**src/rtl/add3_sched_pkg.sv**
```systemverilog
// Shared sizing, pipeline depth and round-robin pointer update for the
// three-operand adder scheduler.
package add3_pkg;
  localparam int NREQ_DEF   = 4;
  localparam int W_DEF      = 10;
  localparam int SUM_W_DEF  = W_DEF + 2;
  localparam int PIPE_DEPTH = 2;

  // Next priority pointer: the requester just after the winner, wrapping.
  function automatic int rr_next(input int cur, input int n);
    return (cur + 1 == n) ? 0 : cur + 1;
  endfunction
endpackage

```
**src/rtl/add3_sched_if.sv**
```systemverilog
// Request fan-in and single response channel of the adder scheduler.
interface add3_sched_if #(
  parameter int NREQ = add3_pkg::NREQ_DEF,
  parameter int W    = add3_pkg::W_DEF
);
  localparam int IDW = $clog2(NREQ);

  logic [NREQ-1:0]        req_valid;
  logic [NREQ-1:0]        req_ready;
  logic [NREQ-1:0][W-1:0] req_in1;
  logic [NREQ-1:0][W-1:0] req_in2;
  logic [NREQ-1:0][W-1:0] req_in3;
  logic                   rsp_valid;
  logic                   rsp_ready;
  logic [IDW-1:0]         rsp_id;
  logic [W+1:0]           rsp_sum;
  logic                   busy;

  modport master (
    output req_valid, req_in1, req_in2, req_in3, rsp_ready,
    input  req_ready, rsp_valid, rsp_id, rsp_sum, busy
  );

  modport slave (
    input  req_valid, req_in1, req_in2, req_in3, rsp_ready,
    output req_ready, rsp_valid, rsp_id, rsp_sum, busy
  );
endinterface

```
**src/rtl/add3_sched_pipe.sv**
```systemverilog
// Two-stage enabled adder: stage 1 forms in1+in2 and carries in3, stage 2
// adds in3. The requester id travels with the data.
module add3_pipe
  import add3_pkg::*;
#(
  parameter int W   = W_DEF,
  parameter int IDW = 2
) (
  input  logic           clk,
  input  logic           rst_n,
  input  logic           en,
  input  logic           v_in,
  input  logic [IDW-1:0] id_in,
  input  logic [W-1:0]   in1,
  input  logic [W-1:0]   in2,
  input  logic [W-1:0]   in3,
  output logic           v_out,
  output logic [IDW-1:0] id_out,
  output logic [W+1:0]   sum,
  output logic           busy
);
  logic [PIPE_DEPTH:1] r_vld_pipe;
  logic [W:0]          r_s1_sum;
  logic [W-1:0]        r_s1_in3;
  logic [IDW-1:0]      r_s1_id;
  logic [IDW-1:0]      r_id_out;
  logic [W+1:0]        r_sum;

  always_ff @(posedge clk or negedge rst_n) begin
    if (!rst_n) begin
      r_vld_pipe <= '0;
      r_s1_sum   <= '0;
      r_s1_in3   <= '0;
      r_s1_id    <= '0;
      r_id_out   <= '0;
      r_sum      <= '0;
    end else if (en) begin
      r_vld_pipe <= {r_vld_pipe[PIPE_DEPTH-1:1], v_in};
      r_s1_sum   <= {1'b0, in1} + {1'b0, in2};
      r_s1_in3   <= in3;
      r_s1_id    <= id_in;
      r_sum      <= {1'b0, r_s1_sum} + {2'b00, r_s1_in3};
      r_id_out   <= r_s1_id;
    end
  end

  assign v_out  = r_vld_pipe[PIPE_DEPTH];
  assign id_out = r_id_out;
  assign sum    = r_sum;
  assign busy   = |r_vld_pipe;
endmodule

```
**src/rtl/add3_sched.sv**
```systemverilog
// Round-robin scheduler sharing one pipelined three-operand adder among
// NREQ requesters; results leave in issue order with backpressure.
module add3_sched
  import add3_pkg::*;
#(
  parameter int NREQ = NREQ_DEF,
  parameter int W    = W_DEF,
  parameter int IDW  = $clog2(NREQ)
) (
  input logic         clk,
  input logic         rst_n,
  add3_sched_if.slave bus
);
  logic [IDW-1:0] r_ptr;
  logic [IDW-1:0] w_gnt;
  logic [IDW-1:0] w_idx;
  logic           w_found;
  logic           w_adv;
  logic           w_accept;
  logic           w_busy;

  // The whole pipeline freezes while a result sits unaccepted at the output.
  assign w_adv    = !(bus.rsp_valid && !bus.rsp_ready);
  assign w_accept = w_adv && w_found;

  always_comb begin
    w_found = 1'b0;
    w_gnt   = '0;
    w_idx   = '0;
    for (int k = 0; k < NREQ; k++) begin
      w_idx = IDW'((int'(r_ptr) + k) % NREQ);
      if (!w_found && bus.req_valid[w_idx]) begin
        w_found = 1'b1;
        w_gnt   = w_idx;
      end
    end
  end

  always_comb begin
    bus.req_ready = '0;
    if (w_accept) bus.req_ready[w_gnt] = 1'b1;
  end

  always_ff @(posedge clk or negedge rst_n) begin
    if (!rst_n)        r_ptr <= '0;
    else if (w_accept) r_ptr <= IDW'(rr_next(int'(w_gnt), NREQ));
  end

  add3_pipe #(.W(W), .IDW(IDW)) u_pipe (
    .clk    (clk),
    .rst_n  (rst_n),
    .en     (w_adv),
    .v_in   (w_accept),
    .id_in  (w_gnt),
    .in1    (bus.req_in1[w_gnt]),
    .in2    (bus.req_in2[w_gnt]),
    .in3    (bus.req_in3[w_gnt]),
    .v_out  (bus.rsp_valid),
    .id_out (bus.rsp_id),
    .sum    (bus.rsp_sum),
    .busy   (w_busy)
  );

  assign bus.busy = w_busy;
endmodule

```
**src/flat_wrapper.sv**
```systemverilog
// flat-port wrapper written by rule: the top's interface ports become plain ports
module add3_sched_flat import add3_pkg::*;
#(
  parameter int NREQ = NREQ_DEF,
  parameter int W    = W_DEF,
  parameter int IDW  = $clog2(NREQ)
)
  (clk, rst_n, bus_req_valid, bus_req_in1, bus_req_in2, bus_req_in3, bus_rsp_ready, bus_req_ready, bus_rsp_valid, bus_rsp_id, bus_rsp_sum, bus_busy);
  add3_sched_if #(.NREQ(NREQ), .W(W)) bus_i ();
  input logic clk;
  input logic rst_n;
  input wire logic [$bits(bus_i.req_valid)-1:0] bus_req_valid;
  input wire logic [$bits(bus_i.req_in1)-1:0] bus_req_in1;
  input wire logic [$bits(bus_i.req_in2)-1:0] bus_req_in2;
  input wire logic [$bits(bus_i.req_in3)-1:0] bus_req_in3;
  input wire logic [$bits(bus_i.rsp_ready)-1:0] bus_rsp_ready;
  output wire logic [$bits(bus_i.req_ready)-1:0] bus_req_ready;
  output wire logic [$bits(bus_i.rsp_valid)-1:0] bus_rsp_valid;
  output wire logic [$bits(bus_i.rsp_id)-1:0] bus_rsp_id;
  output wire logic [$bits(bus_i.rsp_sum)-1:0] bus_rsp_sum;
  output wire logic [$bits(bus_i.busy)-1:0] bus_busy;
  assign bus_i.req_valid = bus_req_valid;
  assign bus_i.req_in1 = bus_req_in1;
  assign bus_i.req_in2 = bus_req_in2;
  assign bus_i.req_in3 = bus_req_in3;
  assign bus_i.rsp_ready = bus_rsp_ready;
  assign bus_req_ready = bus_i.req_ready;
  assign bus_rsp_valid = bus_i.rsp_valid;
  assign bus_rsp_id = bus_i.rsp_id;
  assign bus_rsp_sum = bus_i.rsp_sum;
  assign bus_busy = bus_i.busy;
  add3_sched #(.NREQ(NREQ), .W(W), .IDW(IDW)) u_core (.clk(clk), .rst_n(rst_n), .bus(bus_i));
endmodule
```
**config.mk**
```make
export PLATFORM = sky130hd
export DESIGN_NAME = add3_sched_flat
export DESIGN_NICKNAME = d
export VERILOG_FILES = /design/src/rtl/add3_sched_pkg.sv /design/src/rtl/add3_sched_if.sv /design/src/rtl/add3_sched_pipe.sv /design/src/rtl/add3_sched.sv /design/src/flat_wrapper.sv
export SDC_FILE = /design/constraint.sdc
export NUM_CORES = 1
export LEC_CHECK = 0
export ABC_CLOCK_PERIOD_IN_PS = 2800
export CAP_MARGIN = 20
export CORE_ASPECT_RATIO = 0.7
export CORE_MARGIN = 1
export CORE_UTILIZATION = 40
export DETAILED_ROUTE_END_ITERATION = 10
export MAX_ROUTING_LAYER = met4
export PLACE_DENSITY_LB_ADDON = 0.1
export REMOVE_ABC_BUFFERS = 1
export SETUP_SLACK_MARGIN = 0.5
export SYNTH_ARGS = -nofsm -noshare
export SYNTH_HDL_FRONTEND = slang
export SYNTH_SLANG_ARGS = --single-unit
```
**constraint.sdc**
```tcl
create_clock -name clk -period 2.8 [get_ports clk]
set_input_delay 0.7 -clock clk [delete_from_list [all_inputs] [get_ports clk]]
set_output_delay 0.7 -clock clk [all_outputs]
set_load 0.01 [all_outputs]
```
---- Yosys cells after proc, flatten, opt, wreduce, memory -nomap -nowiden ----
Cells that the tools add are included.
word-level totals
  register bits ........................... 41
  input bits .............................. 127
  output and inout bits ................... 20
  logic and storage cells ................. 58
operators by class
  add/subtract/negate cells ............... 6
  order comparisons ....................... 6
  eq/ne operators ......................... 1
  muxes and demuxes ....................... 26
  reductions and logical operators ........ 12
operator list
  operator             number
  $bmux 10 s2          3
  $mux 10              3
  $lt 2x3->1 const B   5
  $add 11x10->12       1
  $add 10x10->11       1
  $mux 2               5
  $mux 1               9
  $bmux 1 s2           4
  $logic_and 1x1->1    6
  $logic_not 1->1      5
  $add 2x2->2 const B  2
  $mux 4               1
  $add 2x1->3 const B  1
  $eq 3x3->1 const B   1
  $add 2x1->2 const B  1
  $demux 1 s2          1
  $ge 2x1->1 const B   1
  $reduce_or 2->1      1

---- Longest topological paths before layout ----
Gate-level depths: netlist of run 1.
  depth in word-level cells ............... 17
  gate-level depth with buffers ........... 15
  gate-level depth less buffers ........... 13

---- Hierarchy ----
A second synthesis of run 1 with hierarchy kept.
second synthesis, totals
  cells, all modules ...................... 341
  area, all modules ....................... 3669.8 um2
modules (own cells, without submodules)
  module      times used  cells each  area an instance (um2)  seq. area each (um2)
  add3_pipe   1           211         2366.0                  975.9
  add3_sched  1           130         1303.8                  50.0

---- Least setup slack after synthesis of run 1 ----
No wires, ideal clock.
  path kind ............................... input-to-reg
  start ................................... in bus_req_valid[2]
  end ..................................... reg u_core.u_pipe.r_s1_sum[8]
  library setup time ...................... 0.068 ns
  data arrival time ....................... 3.184 ns
  data required time ...................... 2.732 ns
  setup slack ............................. -0.452 ns
  stages on the path ...................... 15
  buffers on the path ..................... 2
  cell sequence ........................... nor2b_1 -> a221o_1 -> and2_1 -> buf_6 -> buf_4 -> mux2i_1 -> mux2i_1 -> ha_1 -> inv_1 -> fa_1 -> nor2b_1 -> o31a_1 -> o211a_1 -> or3_1 -> nand3_1
on the way
  longest elaborated chain between the ends .. 15
  elaborated cells on any way between the ends .. 26
  those cells by class .................... 1 x add/sub; 19 x mux; 6 x reduce/logical
ends and longest elaborated chain
  item                            line                                source
  start, declared                 flat_wrapper.sv:12                  input wire logic [$bits(bus_i.req_valid)-1:0] bus_req_valid;
  $bmux 1 s2                      add3_sched.sv:32                    if (!w_found && bus.req_valid[w_idx]) begin
  $mux 1 (implied by the code)    add3_sched.sv:32
  $mux 1                          add3_sched.sv:32
  $logic_not 1->1                 add3_sched.sv:32
  $logic_and 1x1->1               add3_sched.sv:32
  $mux 1                          add3_sched.sv:32
  $logic_not 1->1                 add3_sched.sv:32
  $logic_and 1x1->1               add3_sched.sv:32
  $mux 1                          add3_sched.sv:32
  $logic_not 1->1                 add3_sched.sv:32
  $logic_and 1x1->1               add3_sched.sv:32
  $mux 2 (*)                      add3_sched.sv:32
  $bmux 10 s2 (on tied branches)  add3_sched.sv:55, add3_sched.sv:56
  $mux 10 (on tied branches)      add3_sched.sv:55, add3_sched.sv:56
  $add 10x10->11 (*)              add3_sched_pipe.sv:39               r_s1_sum <= {1'b0, in1} + {1'b0, in2};
  end signal, assigned            add3_sched_pipe.sv:39
  end, declared                   add3_sched_pipe.sv:23               logic [W:0] r_s1_sum;
Every way passes the cells marked *; elsewhere a longest branch is shown, timed or not. The select of a mux whose other input is x is not followed.
A chain may end at the register's enable or synchronous reset.

---- Worst setup path in the final report of run 1 ----
Ends and elaborated chain as after synthesis.

==> results of run 1 <==
## routing by layer
layer  global-route usage, %  up-vias
met1                    29.6     1729
met5                       -        -
met3                    3.06       12
li1                        -     1831
met4                    5.06        0
met2                    43.6      116
## critical path, cell delays in order
cell,delay [ns]
buf_6,0.10
nor2b_4,0.11
a221o_1,0.34
and2_4,0.20
buf_8,0.13
mux2i_1,0.12
mux2i_1,0.24
ha_2,0.26
inv_2,0.05
fa_2,0.36
nor2b_4,0.13
o31a_1,0.19
o211a_1,0.23
or3_1,0.13
nand3_1,0.07
## power by group
group	internal (µW)	total, µW	switching (µW)
sequential	859	1030	173
combinational	2130	4010	1880
clock	349	558	208
total	3330	5600	2260
## registers in the layout, summed over array words and instances, names as in the netlist
name,cells
u_core.u_pipe.r_s1_sum,11
u_core.u_pipe.sum,12
u_core.u_pipe.id_out,2
u_core.r_ptr,2
u_core.u_pipe.r_s1_id,2
u_core.u_pipe.r_vld_pipe,2
u_core.u_pipe.r_s1_in3,10
## worst max-delay path by stage
stage	start	end	slack, ns	depth (start not counted)
after global routing	bus_req_valid[2]	u_core.u_pipe.r_s1_sum[8]$_DFFE_PN0N_	-0.54	15
after detailed placement	bus_req_valid[2]	u_core.u_pipe.r_s1_sum[7]$_DFFE_PN0N_	-0.96	14
after floorplan	bus_req_valid[0]	u_core.u_pipe.r_s1_sum[8]$_DFFE_PN0N_	-2.10	13
final	bus_req_valid[2]	u_core.u_pipe.r_s1_sum[8]$_DFFE_PN0N_	-0.40	15
after global placement	bus_req_valid[2]	bus_req_ready[1]	-0.87	9
after CTS	bus_req_valid[2]	u_core.u_pipe.r_s1_sum[8]$_DFFE_PN0N_	-0.26	15
## per-stage QoR
| stage | utilization [%] | power, µW | hold slack, ns |
|---|---|---|---|
| floorplan | - | 3220 | 0.404 |
| global placement | 63.1 | 4330 | 0.452 |
| detailed placement | 63.1 | 4400 | 0.460 |
| CTS | 68.0 | 5360 | 0.476 |
| global route | 70.1 | 6050 | 0.495 |
| finish | 70.1 | 5600 | 0.471 |
## cells in the mapped netlist (all sizes together) (4+ instances only)
| master | n | area share, % |
|---|---|---|
| nand2 | 24 | 2.5 |
| nor2b | 6 | 1.1 |
| nor2 | 33 | 3.5 |
| nor3 | 10 | 1.5 |
| buf | 10 | 2.2 |
| ha | 24 | 8.4 |
| dfrtp | 41 | 29 |
| nand3 | 6 | 0.84 |
| or3 | 7 | 1.2 |
| clkbuf | 11 | 1.2 |
| xor2 | 6 | 1.5 |
| mux2i | 71 | 20 |
| and2 | 5 | 0.88 |
| a21oi | 19 | 2.7 |
| xnor2 | 4 | 0.98 |
| a21o | 5 | 1.1 |
| and3 | 11 | 1.9 |
| o21a | 6 | 1.3 |
| inv | 13 | 1.4 |
| nand2b | 5 | 0.88 |
| o21ai | 9 | 1.3 |
| a211oi | 23 | 4.8 |
## cell type report
cell class / count / area [µm²] / share of cell area (%)
multi-input cells: 314 / 2570 / 42.9
repair buffers: 208 / 2040 / 34.0
flip-flops and latches: 41 / 1030 / 17.1
well taps: 120 / 150 / 2.51
clock buffers: 7 / 143 / 2.38
inverters: 14 / 65.1 / 1.09
## layout by cell type, fill, tap and decap left out, drive strengths merged, types with 7 or more instances in the layout
cell type and n:
mux2i 71, and3 11, clkdlybuf4s50 137, o21ai 9
nor2 33, a211oi 23, clkbuf 7, nor3 10
ha 24, or3 7, inv 13, a21oi 19
nand2 24, dfrtp 41, buf 70
## cells by family (layout without fill, tap and decap cells)
| family | count (synthesis) | in the layout | share of synthesized area, % |
|---|---|---|---|
| mux | 74 | 74 | 20.9 |
| buf+inv | 35 | 229 | 4.84 |
| simple gates | 116 | 116 | 16.2 |
| fa+ha+maj | 26 | 26 | 9.54 |
| compound gates | 88 | 88 | 17.3 |
| flops | 41 | 41 | 28.8 |
| xor+xnor | 10 | 10 | 2.46 |
## timing repair
action	in CTS	in global routing
cloned	2	0
pin swaps	16	12
resized for setup	70	23
setup endpoints to repair	27	25
hold buffers	0	0
setup buffers	14	7
==> results.py, run 1 <==
metrics = {
    "status": {
        "run_status": "finished, violations left",
        "violations": "negative setup slack",
    },
    "synthesis": {
        "synth_edf_count": 0,
        "synth_ff_type": "dfrtp_1",
        "synth_seq_cells": 41,
        "synth-async-reset-ratio_pct": 100,
        "synth.distinct_cells": 52,
        "ys_seq_area_share_pct": 28.8,
        "synth_area_per_cell_um2": 9.14,
        "netlist_area_mm2": 0.00357,
        "yosysWarnings": 0,
        "synthCells": 390,
    },
    "critical_path": {
        "cp.arrival_ns": 3.36,
        "worstRegToRegCells": 14,
        "startpoint_type": "input pin",
        "timing.rr.start": "u_core.r_ptr[1]$_DFFE_PN0P_",
        "r2r_slack_ns": -0.35,
        "critPathRequiredTime_ns": 2.95,
        "critical_path_class": "input pin to flop",
        "r2r_end": "u_core.u_pipe.r_s1_sum[8]$_DFFE_PN0N_",
        "crit_fanout": 5,
        "worst_setup_path_end_kind": "flop",
    },
    "sta": {
        "finalHoldViolations": 0,
        "finalWorstSetupSlack_ns": -0.403,
        "rsz0062_at_grt": "true",
        "final_max_slew_viol_count": 0,
        "max_freq_ghz": 0.312,
        "tns_ns": -2.77,
        "fin_crit_ns": 3.20,
        "setup_viol": 13,
        "tightest_slew_ns": 0.915,
        "maxSlewHeadroom_pct": 39.0,
        "period_share_pct": 114,
        "fin_worst_skew_ns": 0.00325,
    },
    "clock_tree": {
        "clock_latency_ns": 0.28,
        "cts_tree": "yes",
        "cts_max_level": 2,
        "cts_root_buf": "clkbuf_16",
        "clockBufferDepth": 2,
        "clkSlewWorstSetupHoldPaths_ns": 0.05,
        "cts-buffers-inserted": 5,
        "clock_sinks": 41,
    },
    "die": {
        "die_area_mm2": 0.00930,
        "ios": 147,
        "core-area_mm2": 0.00855,
        "placementRows": 28,
        "die_h_um": 81.0,
        "dieWidth_um": 115,
        "initial_core_util_pct": 41.7,
    },
    "min_path": {
        "hp-class": "flop to flop",
        "hold_start": "u_core.u_pipe.id_out[0]$_DFFE_PN0N_",
        "hold_depth": 2,
        "min_to": "u_core.u_pipe.id_out[0]$_DFFE_PN0N_",
    },
    "route": {
        "drt-met1-wl_um": 4850,
        "vias": 3688,
        "dr_wl_met2_um": 5540,
        "drc": 0,
        "post_drt_via_cell_ratio": 5.24,
        "dr_wl_met3_um": 539,
        "wl_per_cell_um": 15.7,
        "first_pass_iters": 4,
        "drtIter0Drc": 121,
        "top_layer_used": "met4",
        "drtAntennaViolNets": 0,
        "routed_wirelength_um": 11100,
    },
    "cells_and_area": {
        "final_nets": 737,
        "finalInstanceArea_mm2": 0.00599,
        "layout.cells.non_filler": 704,
        "drive_gt1_share_pct": 20.4,
        "fill_cells": 690,
        "num_antenna_cells": 0,
        "area_delta_synth_final_pct": 68.1,
    },
    "pwr": {
        "p_per_area_mw_per_mm2": 934,
        "p_leak_uw": 0.00268,
        "irDropWorstVdd_mv": 0.351,
    },
    "job": {
        "cap_violations": 0,
    },
    "global_route": {
        "grt_pass1_wl_um": 17300,
        "grt_pass1_vias": 3720,
        "overflow": 0,
        "grt_max_degree": 42,
        "grtUsageTotal_pct": 24.3,
        "antenna_found_initial": 0,
    },
    "place": {
        "dpl.hpwl_um": 8070,
        "placed_cell_area_mm2": 0.00539,
        "port_buffers": 146,
        "routabilityCongestion": 0.878,
        "post-place-cells": 674,
        "post-place-ws_ns": -0.965,
    },
}
Note: power is estimated with default switching activity, not from simulation.
==> run 2, diff against run 1 <==
==> constraint.sdc (replaced) <==
create_clock -name clk -period 2.8 [get_ports clk]
set_input_delay 0.42 -clock clk [delete_from_list [all_inputs] [get_ports clk]]
set_output_delay 0.42 -clock clk [all_outputs]
set_load 0.01 [all_outputs]
==> results.py, run 2 (synthesized netlist as in run 1, its figures left out) <==
metrics = {
    "pwr": {
        "total_power_uw": 5420,
        "p_per_area_mw_per_mm2": 935,
        "irDropWorstVdd_mv": 0.391,
        "p_leak_uw": 0.00259,
    },
    "die": {
        "die_area_mm2": 0.00930,
        "die_h_um": 81.0,
        "core-area_mm2": 0.00855,
        "placementRows": 28,
        "initial_core_util_pct": 41.7,
        "dieWidth_um": 115,
        "ios": 147,
    },
    "route": {
        "vias": 3553,
        "routed_wirelength_um": 10300,
        "drtIter0Drc": 128,
        "drc": 0,
        "first_pass_iters": 4,
        "drtAntennaViolNets": 0,
        "post_drt_via_cell_ratio": 5.15,
        "wl_per_cell_um": 14.9,
    },
    "cells_and_area": {
        "largest_reg_flops": 12,
        "utilization_pct": 67.8,
        "area_delta_synth_final_pct": 62.6,
        "finalInstanceArea_mm2": 0.00580,
        "num_antenna_cells": 0,
        "layout.cells.non_filler": 690,
        "final_common_cell": "clkdlybuf4s50_1",
        "final_nets": 722,
        "drive_gt1_share_pct": 16.5,
        "fill_cells": 715,
        "mostFrequentLayoutCells": "clkdlybuf4s50_1 (137), mux2i_1 (67), dfrtp_1 (41), buf_4 (38), nor2_1 (31)",
    },
    "clock_tree": {
        "clock_latency_ns": 0.28,
        "cts_root_buf": "clkbuf_16",
        "cts_tree": "yes",
        "clkSlewWorstSetupHoldPaths_ns": 0.06,
        "cts_hold_buf": 0,
        "clock_sinks": 41,
        "clockBufferDepth": 2,
        "cts_max_level": 2,
        "cts-buffers-inserted": 5,
    },
    "sta": {
        "max_freq_ghz": 0.345,
        "period_share_pct": 104,
        "finalHoldViolations": 0,
        "setup_viol": 6,
        "finalWorstSetupSlack_ns": -0.102,
        "fin_crit_ns": 2.90,
        "final_max_slew_viol_count": 0,
        "rsz0062_at_grt": "true",
        "tightest_slew_ns": 0.926,
        "fin_worst_skew_ns": 0.00345,
        "maxSlewHeadroom_pct": 38.2,
        "whs_ns": 0.284,
    },
    "critical_path": {
        "startpoint_type": "flop",
        "crit_fanout": 6,
        "cp_cell_sequence": "nand2_1 -> a221o_1 -> and2_4 -> buf_12 -> mux2i_1 -> mux2i_1 -> ha_1 -> nor2b_4 -> o31a_1 -> o211a_1 -> or3_1 -> nand3_1",
        "path_buf_inv": 1,
        "critPathRequiredTime_ns": 3.01,
        "worst_setup_path_end_kind": "flop",
        "slowest_stage": "dfrtp_1",
        "cp.arrival_ns": 3.11,
        "max_stage_delay_ns": 0.41,
        "critPathMostFrequentCell": "mux2i_1",
        "critical_path_class": "flop to flop",
        "cp_top_family": "compound AO/OA/AOI/OAI gates",
    },
    "global_route": {
        "busiest_layer": "met2",
        "overflow": 0,
        "grt_max_degree": 51,
        "grt_pass1_wl_um": 16700,
        "antenna_found_initial": 0,
        "grt_util_met2_pct": 41.2,
        "grt_pass1_vias": 3708,
        "grtUsageTotal_pct": 23.6,
        "use_met1_pct": 28.5,
        "met3_usage_pct": 4.18,
    },
    "status": {
        "run_status": "finished, violations left",
        "violations": "negative setup slack",
    },
    "place": {
        "placed_cell_area_mm2": 0.00536,
        "post-place-cells": 670,
        "dpl.hpwl_um": 7890,
        "port_buffers": 146,
        "routabilityCongestion": 0.846,
    },
    "min_path": {
        "hp-class": "input pin to asynchronous set/reset pin",
    },
    "job": {
        "cap_violations": 0,
    },
}
-- run 2: cell count changes in the layout (fill, tap and decap cells not counted), sizes merged --
cell,previous run,this run
and2,5,6
buf,70,51
bufinv,0,1
dlygate4sd2,0,3
-- run 2: worst paths after layout --
path                                                startpoint                                     end  slack [ns]  depth (start not counted)
max                                u_core.r_ptr[1]$_DFFE_PN0P_   u_core.u_pipe.r_s1_sum[8]$_DFFE_PN0N_       -0.10                         12
min                                                      rst_n  u_core.u_pipe.r_s1_sum[10]$_DFFE_PN0N_        0.28                          1
max reg2reg                        u_core.r_ptr[1]$_DFFE_PN0P_   u_core.u_pipe.r_s1_sum[8]$_DFFE_PN0N_       -0.10                         12
min reg2reg                u_core.u_pipe.id_out[1]$_DFFE_PN0N_     u_core.u_pipe.id_out[1]$_DFFE_PN0N_        0.47                          2
max in group asynchronous                                rst_n   u_core.u_pipe.r_s1_sum[0]$_DFFE_PN0N_        1.94                          1
min in group clk           u_core.u_pipe.id_out[1]$_DFFE_PN0N_     u_core.u_pipe.id_out[1]$_DFFE_PN0N_        0.47                          2
-- run 2: report_power, final --
part / total (µW) / switching (µW) / internal [µW]
Clock: 663 / 218 / 445
Sequential: 1030 / 169 / 859
Combinational: 3730 / 1780 / 1950
-- run 2: cell type report --
cell class,count,area [µm²],area share (%)
tap,120,150,2.59
inverter,14,65.1,1.12
clock inverter,1,30.0,0.518
multi-input combinational,315,2520,43.4
timing repair buffer,192,1870,32.2
clock buffer,7,143,2.46
sequential,41,1030,17.7
-- run 2: metrics by stage --
stage | setup WS (ns) | setup TNS, ns
after floorplan | -1.82 | -32.09
after global placement | -0.572 | -5.17
after detailed placement | -0.772 | -6.43
after CTS | -0.0998 | -0.345
after global routing | -0.205 | -1.10
final | -0.102 | -0.262
-- run 2: what timing repair did --
item,4_1_cts,5_1_grt
gates cloned,1,0
resized for setup,52,12
setup endpoints to repair,21,16
pin swaps,9,4
buffers inserted,9,2
-- run 2: per-layer routing --
metal | vias to the layer above | wire [µm]
met3 | 10 | 554
met2 | 101 | 4930
met1 | 1639 | 4640
li1 | 1803 | -
met4 | 0 | 136
met5 | - | 0
==> run 3, diff against run 2 <==
--- a/config.mk
+++ b/config.mk
@@ -17,4 +17,5 @@
 export SETUP_SLACK_MARGIN = 0.5
 export SYNTH_ARGS = -nofsm -noshare
 export SYNTH_HDL_FRONTEND = slang
+export SYNTH_HIERARCHICAL = 1
 export SYNTH_SLANG_ARGS = --single-unit
==> results.py, run 3 <==
metrics = {
    "cells_and_area": {
        "largest_reg_flops": 12,
        "drive_gt1_share_pct": 29.6,
        "area_delta_synth_final_pct": 67.0,
        "layout.cells.non_filler": 668,
        "final_nets": 697,
        "num_antenna_cells": 0,
        "fill_cells": 680,
        "final_common_cell": "clkdlybuf4s50_1",
        "multi_input_area_mm2": 0.00262,
        "mostFrequentLayoutCells": "clkdlybuf4s50_1 (137), mux2i_1 (85), buf_4 (49), dfrtp_1 (41), mux2_2 (25)",
        "layout.area.seq_mm2": 0.00103,
    },
    "global_route": {
        "grt_pass1_vias": 3340,
        "grt_pass1_wl_um": 15500,
        "grtUsageTotal_pct": 21.6,
        "grt_max_degree": 45,
        "antenna_found_initial": 0,
        "overflow": 0,
    },
    "critical_path": {
        "r2r_slack_ns": -0.14,
        "timing.rr.start": "u_core/r_ptr[1]$_DFFE_PN0N_",
        "critPathLaunch": "u_core/r_ptr[1]$_DFFE_PN0N_",
        "critical_path_class": "flop to flop",
        "critPathRequiredTime_ns": 2.97,
        "setup.worst_path.end": "u_core/u_pipe/r_s1_sum[8]$_DFFE_PN0P_",
        "worstRegToRegCells": 14,
        "crit_fanout": 7,
        "startpoint_type": "flop",
        "cp.arrival_ns": 3.11,
        "r2r_end": "u_core/u_pipe/r_s1_sum[8]$_DFFE_PN0P_",
        "worst_setup_path_end_kind": "flop",
    },
    "clock_tree": {
        "clock_sinks": 41,
        "clkSlewWorstSetupHoldPaths_ns": 0.06,
        "clock_latency_ns": 0.28,
        "cts_hold_buf": 0,
        "clockBufferDepth": 2,
        "cts_tree": "yes",
        "cts-buffers-inserted": 5,
        "cts_max_level": 2,
        "cts_root_buf": "clkbuf_16",
    },
    "pwr": {
        "p_leak_uw": 0.00272,
        "p_per_area_mw_per_mm2": 1160,
        "irDropWorstVdd_mv": 0.432,
    },
    "sta": {
        "fin_crit_ns": 2.94,
        "fin_worst_skew_ns": 0.00615,
        "final_max_slew_viol_count": 0,
        "rsz0062_at_grt": "true",
        "whs_ns": 0.273,
        "finalHoldViolations": 0,
        "max_freq_ghz": 0.340,
        "setup_viol": 7,
        "finalWorstSetupSlack_ns": -0.141,
        "tightest_slew_ns": 0.934,
        "period_share_pct": 105,
        "maxSlewHeadroom_pct": 37.7,
    },
    "die": {
        "dieWidth_um": 116,
        "core-area_mm2": 0.00869,
        "initial_core_util_pct": 42.2,
        "die_h_um": 82.1,
        "placementRows": 28,
        "die_area_mm2": 0.00957,
        "ios": 147,
    },
    "synthesis": {
        "synth_ff_type": "dfrtp_1",
        "yosysWarnings": 6,
        "netlist_area_mm2": 0.00367,
        "synth_area_per_cell_um2": 10.8,
        "synth_edf_count": 0,
        "ys_seq_area_share_pct": 28.0,
        "netlist_top_cells_area": "dfrtp_1 (28%), mux2i_1 (25%), mux2_2 (8.0%)",
        "synth_area_leader_cell": "dfrtp_1",
        "synth-async-reset-ratio_pct": 100,
        "synthCells": 341,
        "synth_most_common_cell": "mux2i_1",
        "synth.top_cell.area_share_pct": 28.0,
        "synth.distinct_cells": 59,
        "synth_seq_cells": 41,
        "synth_common_cells": "mux2i_1 (91), dfrtp_1 (41), mux2_2 (26), ha_1 (21), nor2_1 (16)",
    },
    "route": {
        "drtIter0Drc": 109,
        "post_drt_via_cell_ratio": 5.08,
        "drc": 0,
        "wl_per_cell_um": 15.1,
        "routed_wirelength_um": 10100,
        "drtAntennaViolNets": 0,
        "first_pass_iters": 4,
        "vias": 3391,
    },
    "place": {
        "dpl.hpwl_um": 7360,
        "port_buffers": 146,
        "post-place-ws_ns": -0.826,
        "post-place-cells": 635,
        "routabilityCongestion": 0.832,
    },
    "min_path": {
        "hp-class": "input pin to asynchronous set/reset pin",
    },
    "status": {
        "violations": "negative setup slack",
        "run_status": "finished, violations left",
    },
    "job": {
        "cap_violations": 0,
    },
}
## run 3: changes by cell type in the layout (fill, tap and decap cells not counted), sizes merged, moves of 5 or more
cell    delta
a211oi    -16
and3      -10
buf       +25
inv        -5
mux2      +25
mux2i     +20
nand2     -14
nor2      -17
nor3       -9
xnor2      +5
## run 3: metal layers
metal | share of wire [%] | wire [µm] | global-route usage, % | vias up
met3 | 5.7 | 571 | 4.16 | 3
met4 | 0.17 | 17 | 2.44 | 0
met2 | 49 | 4890 | 38.3 | 87
met1 | 46 | 4600 | 26.5 | 1606
li1 | - | - | - | 1695
met5 | 0 | 0 | - | -
## run 3: layout make-up
class / count / share of cell area [%]
flip-flops and latches: 41 / 16.7
clock inverters: 3 / 1.06
repair buffers: 216 / 34.4
inverters: 8 / 0.572
clock buffers: 5 / 2.04
well taps: 120 / 2.45
multi-input cells: 275 / 42.7
## run 3: timing repair
action	in CTS	in global routing
gates resized for setup	63	33
endpoints found under the setup margin	20	17
setup buffers	19	4
endpoints found under the hold margin	0	0
pin swaps	22	21
cloned	2	0
## run 3: kinds of logic after synthesis
kind of cell / Yosys count / synth area share [%]
AO/OA/AOI/OAI: 67 / 13.3
XOR/XNOR: 11 / 2.63
adder cells (fa/ha/maj): 23 / 8.25
buffers and inverters: 26 / 6.75
flip-flops: 41 / 28.0
multiplexers: 119 / 33.5
AND/OR/NAND/NOR: 54 / 7.57
## run 3: critical path, stage by stage, from the launching register on
cell     delay (ns)
dfrtp_1        0.37
a21o_1         0.21
a21oi_4        0.15
o22a_4         0.28
buf_12         0.16
buf_4          0.11
mux2i_1        0.17
mux2i_1        0.10
ha_1           0.36
buf_6          0.14
o21a_1         0.15
o31a_1         0.13
o21ai_2        0.15
xnor2_1        0.08
mux2_4         0.26
## run 3: how the worst min path moves through the flow
stage | startpoint | to | slack (ns) | depth (start not counted)
after global routing | rst_n | u_core/u_pipe/r_s1_sum[10]$_DFFE_PN0P_ | 0.35 | 1
final | rst_n | u_core/u_pipe/r_s1_sum[10]$_DFFE_PN0P_ | 0.27 | 1
after detailed placement | u_core/u_pipe/sum[4]$_DFFE_PN0P_ | u_core/u_pipe/sum[4]$_DFFE_PN0P_ | 0.48 | 1
after CTS | rst_n | u_core/u_pipe/sum[11]$_DFFE_PN0P_ | 0.30 | 1
after global placement | u_core/u_pipe/sum[4]$_DFFE_PN0P_ | u_core/u_pipe/sum[4]$_DFFE_PN0P_ | 0.48 | 1
after floorplan | rst_n | u_core/r_ptr[0]$_DFFE_PN0N_ | 0.12 | 0
## run 3: metrics by stage
stage | power (µW) | setup TNS (ns) | utilization (%) | area (µm²)
final | 7120 | -0.564 | 70.5 | 6130
after global routing | 7660 | -1.53 | 70.5 | 6130
after CTS | 6880 | -0.296 | 68.9 | 5980
after detailed placement | 5620 | -7.15 | 62.7 | 5450
after global placement | 5520 | -6.46 | 62.7 | 5450
after floorplan | 4070 | -17.65 | - | 3450
## run 3: where the power goes
group	leakage, µW	total, µW	switching, µW	internal (µW)
clock network	0.0000938	740	231	509
registers	0.000478	1120	192	930
logic	0.00215	5260	2310	2940
